--- config.mk ---
export PLATFORM = sky130hd
export DESIGN_NAME = vld_pulse_shaper_flat
export DESIGN_NICKNAME = d
export VERILOG_FILES = /design/src/rtl/vld_pulse_shaper_if.sv /design/src/rtl/vld_pulse_shaper.sv /design/src/flat_wrapper.sv
export SDC_FILE = /design/constraint.sdc
export NUM_CORES = 1
export LEC_CHECK = 0
export BUFFER_PORTS_ARGS = -buffer_cell sky130_fd_sc_hd__buf_2
export CAP_MARGIN = 25
export CORE_AREA = 10 10 47 49
export DETAILED_ROUTE_END_ITERATION = 16
export DIE_AREA = 0 0 57 59
export GPL_ROUTABILITY_DRIVEN = 0
export PLACE_DENSITY = 0.67
export SLEW_MARGIN = 20
export SYNTH_ARGS = -nofsm -noshare
export SYNTH_HDL_FRONTEND = slang
export SYNTH_SLANG_ARGS = --single-unit
--- constraint.sdc ---
create_clock -name clk_a -period 2.4 [get_ports clk_a]
set_input_delay 0.36 -clock clk_a [delete_from_list [all_inputs] [get_ports clk_a]]
set_output_delay 0.36 -clock clk_a [all_outputs]
set_load 0.005 [all_outputs]
--- src/rtl/vld_pulse_shaper_if.sv ---
// Event / shaped-pulse bundle between the event source and vld_pulse_shaper.
interface vld_pulse_shaper_if #(
    parameter int CNT_W = 4
);
    logic             evt_in;
    logic             ovf_clr;
    logic             vld_out;
    logic             busy;
    logic [CNT_W-1:0] pend_cnt;
    logic             ovf;

    // Event source side
    modport master (
        output evt_in,
        output ovf_clr,
        input  vld_out,
        input  busy,
        input  pend_cnt,
        input  ovf
    );

    // Shaper side
    modport slave (
        input  evt_in,
        input  ovf_clr,
        output vld_out,
        output busy,
        output pend_cnt,
        output ovf
    );
endinterface

--- src/rtl/vld_pulse_shaper.sv ---
// Turns single-cycle event strobes into fixed-width level pulses separated by
// a fixed low gap, so a slower clk_b domain samples every rising edge once.
// Events arriving during a pulse are counted and replayed back-to-back.
module vld_pulse_shaper #(
    parameter int HOLD_CYC = 4,
    parameter int GAP_CYC  = 4,
    parameter int CNT_W    = 4
) (
    input  logic                clk_a,
    input  logic                rst_n_a,
    vld_pulse_shaper_if.slave   bus
);

    localparam int TMR_MAX = ((HOLD_CYC > GAP_CYC) ? HOLD_CYC : GAP_CYC) - 1;
    localparam int TMR_W   = (TMR_MAX < 1) ? 1 : $clog2(TMR_MAX + 1);

    localparam logic [TMR_W-1:0] HOLD_LOAD = TMR_W'(HOLD_CYC - 1);
    localparam logic [TMR_W-1:0] GAP_LOAD  = TMR_W'(GAP_CYC - 1);
    localparam logic [CNT_W-1:0] CNT_MAX   = '1;

    // Bit 0 is set only in HOLD so vld_out comes straight off a flop.
    typedef enum logic [1:0] {
        IDLE = 2'b00,
        HOLD = 2'b01,
        GAP  = 2'b10
    } state_t;

    state_t           state_q;
    state_t           state_d;
    logic [TMR_W-1:0] tmr_q;
    logic [TMR_W-1:0] tmr_d;
    logic [CNT_W-1:0] cnt_q;
    logic [CNT_W-1:0] cnt_d;
    logic             ovf_q;
    logic             work;
    logic             launch;
    logic             drop;

    // Pending-counter step with saturation: returns {drop, next_count}.
    // A launch while full and receiving an event nets to zero, no drop.
    function automatic logic [CNT_W:0] pend_step(
        input logic [CNT_W-1:0] cnt,
        input logic             add,
        input logic             sub
    );
        if (add && !sub && (cnt == CNT_MAX)) begin
            return {1'b1, cnt};
        end else if (add && !sub) begin
            return {1'b0, cnt + 1'b1};
        end else if (!add && sub) begin
            return {1'b0, cnt - 1'b1};
        end else begin
            return {1'b0, cnt};
        end
    endfunction

    // Launch decision and counter next value.
    always_comb begin
        work   = (cnt_q != '0) || bus.evt_in;
        launch = work && ((state_q == IDLE) ||
                          ((state_q == GAP) && (tmr_q == '0)));
        {drop, cnt_d} = pend_step(cnt_q, bus.evt_in, launch);
    end

    // State and timer register.
    always_ff @(posedge clk_a or negedge rst_n_a) begin
        if (!rst_n_a) begin
            state_q <= IDLE;
            tmr_q   <= '0;
        end else begin
            state_q <= state_d;
            tmr_q   <= tmr_d;
        end
    end

    // Next-state logic: HOLD and GAP each run their timer down to zero;
    // GAP goes straight back to HOLD when more work is waiting.
    always_comb begin
        state_d = state_q;
        tmr_d   = tmr_q;
        unique case (state_q)
            IDLE: begin
                if (launch) begin
                    state_d = HOLD;
                    tmr_d   = HOLD_LOAD;
                end
            end
            HOLD: begin
                if (tmr_q == '0) begin
                    state_d = GAP;
                    tmr_d   = GAP_LOAD;
                end else begin
                    tmr_d = tmr_q - 1'b1;
                end
            end
            GAP: begin
                if (tmr_q == '0) begin
                    if (work) begin
                        state_d = HOLD;
                        tmr_d   = HOLD_LOAD;
                    end else begin
                        state_d = IDLE;
                        tmr_d   = '0;
                    end
                end else begin
                    tmr_d = tmr_q - 1'b1;
                end
            end
            default: begin
                state_d = IDLE;
                tmr_d   = '0;
            end
        endcase
    end

    // Pending counter and sticky overflow; a drop wins over a same-cycle clear.
    always_ff @(posedge clk_a or negedge rst_n_a) begin
        if (!rst_n_a) begin
            cnt_q <= '0;
            ovf_q <= 1'b0;
        end else begin
            cnt_q <= cnt_d;
            if (drop) begin
                ovf_q <= 1'b1;
            end else if (bus.ovf_clr) begin
                ovf_q <= 1'b0;
            end
        end
    end

    // Outputs decoded from registers only.
    always_comb begin
        bus.vld_out  = state_q[0];
        bus.busy     = (state_q != IDLE) || (cnt_q != '0);
        bus.pend_cnt = cnt_q;
        bus.ovf      = ovf_q;
    end

endmodule

--- src/flat_wrapper.sv ---
// flat-port wrapper written by rule: the top's interface ports become plain ports
module vld_pulse_shaper_flat 
#(
    parameter int HOLD_CYC = 4,
    parameter int GAP_CYC  = 4,
    parameter int CNT_W    = 4
)
  (clk_a, rst_n_a, bus_evt_in, bus_ovf_clr, bus_vld_out, bus_busy, bus_pend_cnt, bus_ovf);
  vld_pulse_shaper_if #(.CNT_W(CNT_W)) bus_i ();
  input  logic clk_a;
  input  logic rst_n_a;
  input wire logic [$bits(bus_i.evt_in)-1:0] bus_evt_in;
  input wire logic [$bits(bus_i.ovf_clr)-1:0] bus_ovf_clr;
  output wire logic [$bits(bus_i.vld_out)-1:0] bus_vld_out;
  output wire logic [$bits(bus_i.busy)-1:0] bus_busy;
  output wire logic [$bits(bus_i.pend_cnt)-1:0] bus_pend_cnt;
  output wire logic [$bits(bus_i.ovf)-1:0] bus_ovf;
  assign bus_i.evt_in = bus_evt_in;
  assign bus_i.ovf_clr = bus_ovf_clr;
  assign bus_vld_out = bus_i.vld_out;
  assign bus_busy = bus_i.busy;
  assign bus_pend_cnt = bus_i.pend_cnt;
  assign bus_ovf = bus_i.ovf;
  vld_pulse_shaper #(.HOLD_CYC(HOLD_CYC), .GAP_CYC(GAP_CYC), .CNT_W(CNT_W)) u_core (.clk_a(clk_a), .rst_n_a(rst_n_a), .bus(bus_i));
endmodule
==> reports/metrics.cfg <==
[run_status]
status=finished, final reports clean

[placed_design]
dp_hpwl_microns=896.7
place_ws_ns=0.01783
port_buffers=10

[worst_setup_path]
crit_type=reg2reg
cp_data_required_time_ns=2.55
reg2regPathDepth=10
cp_max_fo=4
cp.arrival_ns=2.49
startpoint_type=register
regToRegStartpoint=u_core.tmr_q[1]
end_kind=register
r2r-end=u_core.bus.pend_cnt[3]
reg2reg_slack_ns=0.06

[routing]
drt-total-wl_mm=1.231
postRouteAntennaNets=0
via_count=469
viasPerCell=5.270
first_pass_iters=4
routedWlPerCell_microns=13.83
drc=0
drt_iter0_markers=9

[die]
initial_core_util=0.4054
die_h_microns=59
fp.dieArea_sq_mm=0.003363
io_pins=11
die_x_microns=57
coreArea_sq_mm=0.001401
num_rows=14

[hold_path]
whs_path_depth=2
hold_class=in2reg
hold_end=u_core.bus.ovf
hp-start=bus_ovf_clr

[sta]
fin_ws_ns=0.05713
holdWs_ns=0.2751
skew_ns=0.0003840
fin_crit_ns=2.343
timing.fmax_ghz=0.4268
post-route-period-util=0.9762
slew_headroom=0.6930
finalHoldViolations=0
drv_slew=0
worstMarginPinSlew_ns=0.4563
finalSetupViolCount=0

[synthesis]
ys_types=30
ys.flop_type=dfrtp_1
synthArstFlopShare=1.000
synth-xor-area-share=0.03084
synth-compound-area-share=0.1300
synthesis.nets=63
ys_seq_area_frac=0.3965
synth_area_leaders=dfrtp_1 40%, ha_1 8.8%, mux2_2 4.0%
syn_inst=54
synth-edff-count=0
synth_top_area_cell=dfrtp_1
synthSimpleGateAreaFrac=0.2004
synthMuxAreaShare=0.07930
synth_area_sq_um=568.0
synth_fa_ha_area_frac=0.1233
synth_top_family_by_area=simple AND/OR/NAND/NOR gates
synth_top_area_share=0.3965
synth.avg_cell_area_sq_um=10.52
ys_seq_elements=9
yosysWarnings=0

[job]
drv_cap=0

[clocking]
cts_sinks=9
cts_tree=yes
cts_max_path_buffers=2
cts-root-buf=clkbuf_4
cts_buffers=3
clk_pin_slew_worst_paths_ns=0.06
h-tree-depth=1
clk_latency_ns=0.27

[power_and_ir_drop]
power_density_mw_per_mm2=1344
vdd_drop_max_v=0.0007522
power_leakage_nw=0.3265
power.total_mw=0.9919

[layout]
utilization=0.5268
area_delta_synth_final_pct=29.96
num-nets-final=83
drive_above_1_share=0.3973
n_antenna_cell=0

[grt]
met3_usage=0.03863
grt-ovfl-total=0
met2_usage=0.1163
antenna_found_initial=0
top_usage_layer=met2
grt_use_total=0.07632
gr-usage-met1=0.07795
grt_pass1_vias=447
grt_start_max_net_pins=12
grt_pass1_wl_mm=1.959

-- cell type report --
cell class,instances,area (sq um)
multi-input combinational,40,354.1
fill,125,663.1
inverter,4,15.01
clock buffer,4,26.28
tap,16,20.02
timing repair buffer,16,97.59
sequential,9,225.2
-- worst max path at each step --
stage                               start                endpoint  slack, ns
after detailed placement  u_core.tmr_q[1]  u_core.bus.pend_cnt[3]       0.02
final                     u_core.tmr_q[1]  u_core.bus.pend_cnt[3]       0.06
after global routing      u_core.tmr_q[1]  u_core.bus.pend_cnt[3]      -0.05
after CTS                 u_core.tmr_q[1]  u_core.bus.pend_cnt[3]       0.01
after global placement    u_core.tmr_q[1]  u_core.bus.pend_cnt[3]       0.05
after floorplan           u_core.tmr_q[0]  u_core.bus.pend_cnt[3]       0.03
-- layer usage --
layer	wire [microns]	part of all wire
met1	537	0.44
met2	571	0.46
met3	89	0.072
met4	34	0.028
met5	0	0
-- Yosys cell counts, types with 2 or more instances --
cell type,instances
ha_1,4
nor2_1,3
inv_1,4
dfrtp_1,9
nor4_1,2
nor3_1,2
nand2_1,4
mux2_2,2
a21oi_1,2
a21o_1,2
-- flip-flops by register name, indices dropped and copies added (netlist names) --
name,flops
u_core.bus.ovf,1
u_core.bus.pend_cnt,4
u_core.state_q,2
u_core.tmr_q,2
-- per-stage QoR --
step                TNS [ns]  instance area (sq um)  cells
floorplan                  0                  580.6     54
detailed placement         0                  673.1     83
finish                     0                  738.2     89
global route        -0.04720                  738.2     89
CTS                        0                  709.4     88
global placement           0                  673.1     83
-- cells by family (layout without fill, tap and decap cells) --
| family | after synthesis | after routing |
|---|---|---|
| mux | 3 | 3 |
| compound gates | 10 | 10 |
| buf+inv | 5 | 24 |
| flops | 9 | 9 |
| simple gates | 20 | 20 |
| xor+xnor | 2 | 2 |
| fa+ha+maj | 5 | 5 |
-- power breakdown --
group          switching, mW  total (mW)  internal (mW)
registers             0.0858       0.310          0.224
clock network         0.0600       0.125         0.0645
logic                  0.246       0.558          0.312
-- worst max-delay path: stages, from the launching register on --
cell	delay, ns
dfrtp_1	0.40
inv_1	0.10
ha_4	0.14
nor2b_4	0.04
or2_4	0.24
and2_4	0.16
inv_1	0.06
ha_1	0.22
a21o_1	0.20
a21oi_2	0.15
mux4_2	0.51
-- cells in the final DEF (no fill, tap or decap), types with 3 or more instances in the layout --
cell type  netlist  layout
buf_2            0      10
nand2_1          4       4
clkbuf_4         0       3
nor2_1           3       3
dfrtp_1          9       9
buf_4            1       5
inv_1            4       3
-- repair_timing --
action                                  CTS  global route
gates resized for setup                   0             3
endpoints found under the hold margin     9             0
buffers inserted                          0             1
endpoints found under the setup margin    0             1
hold buffers                              1             0
Note: power is estimated with default switching activity, not from simulation.
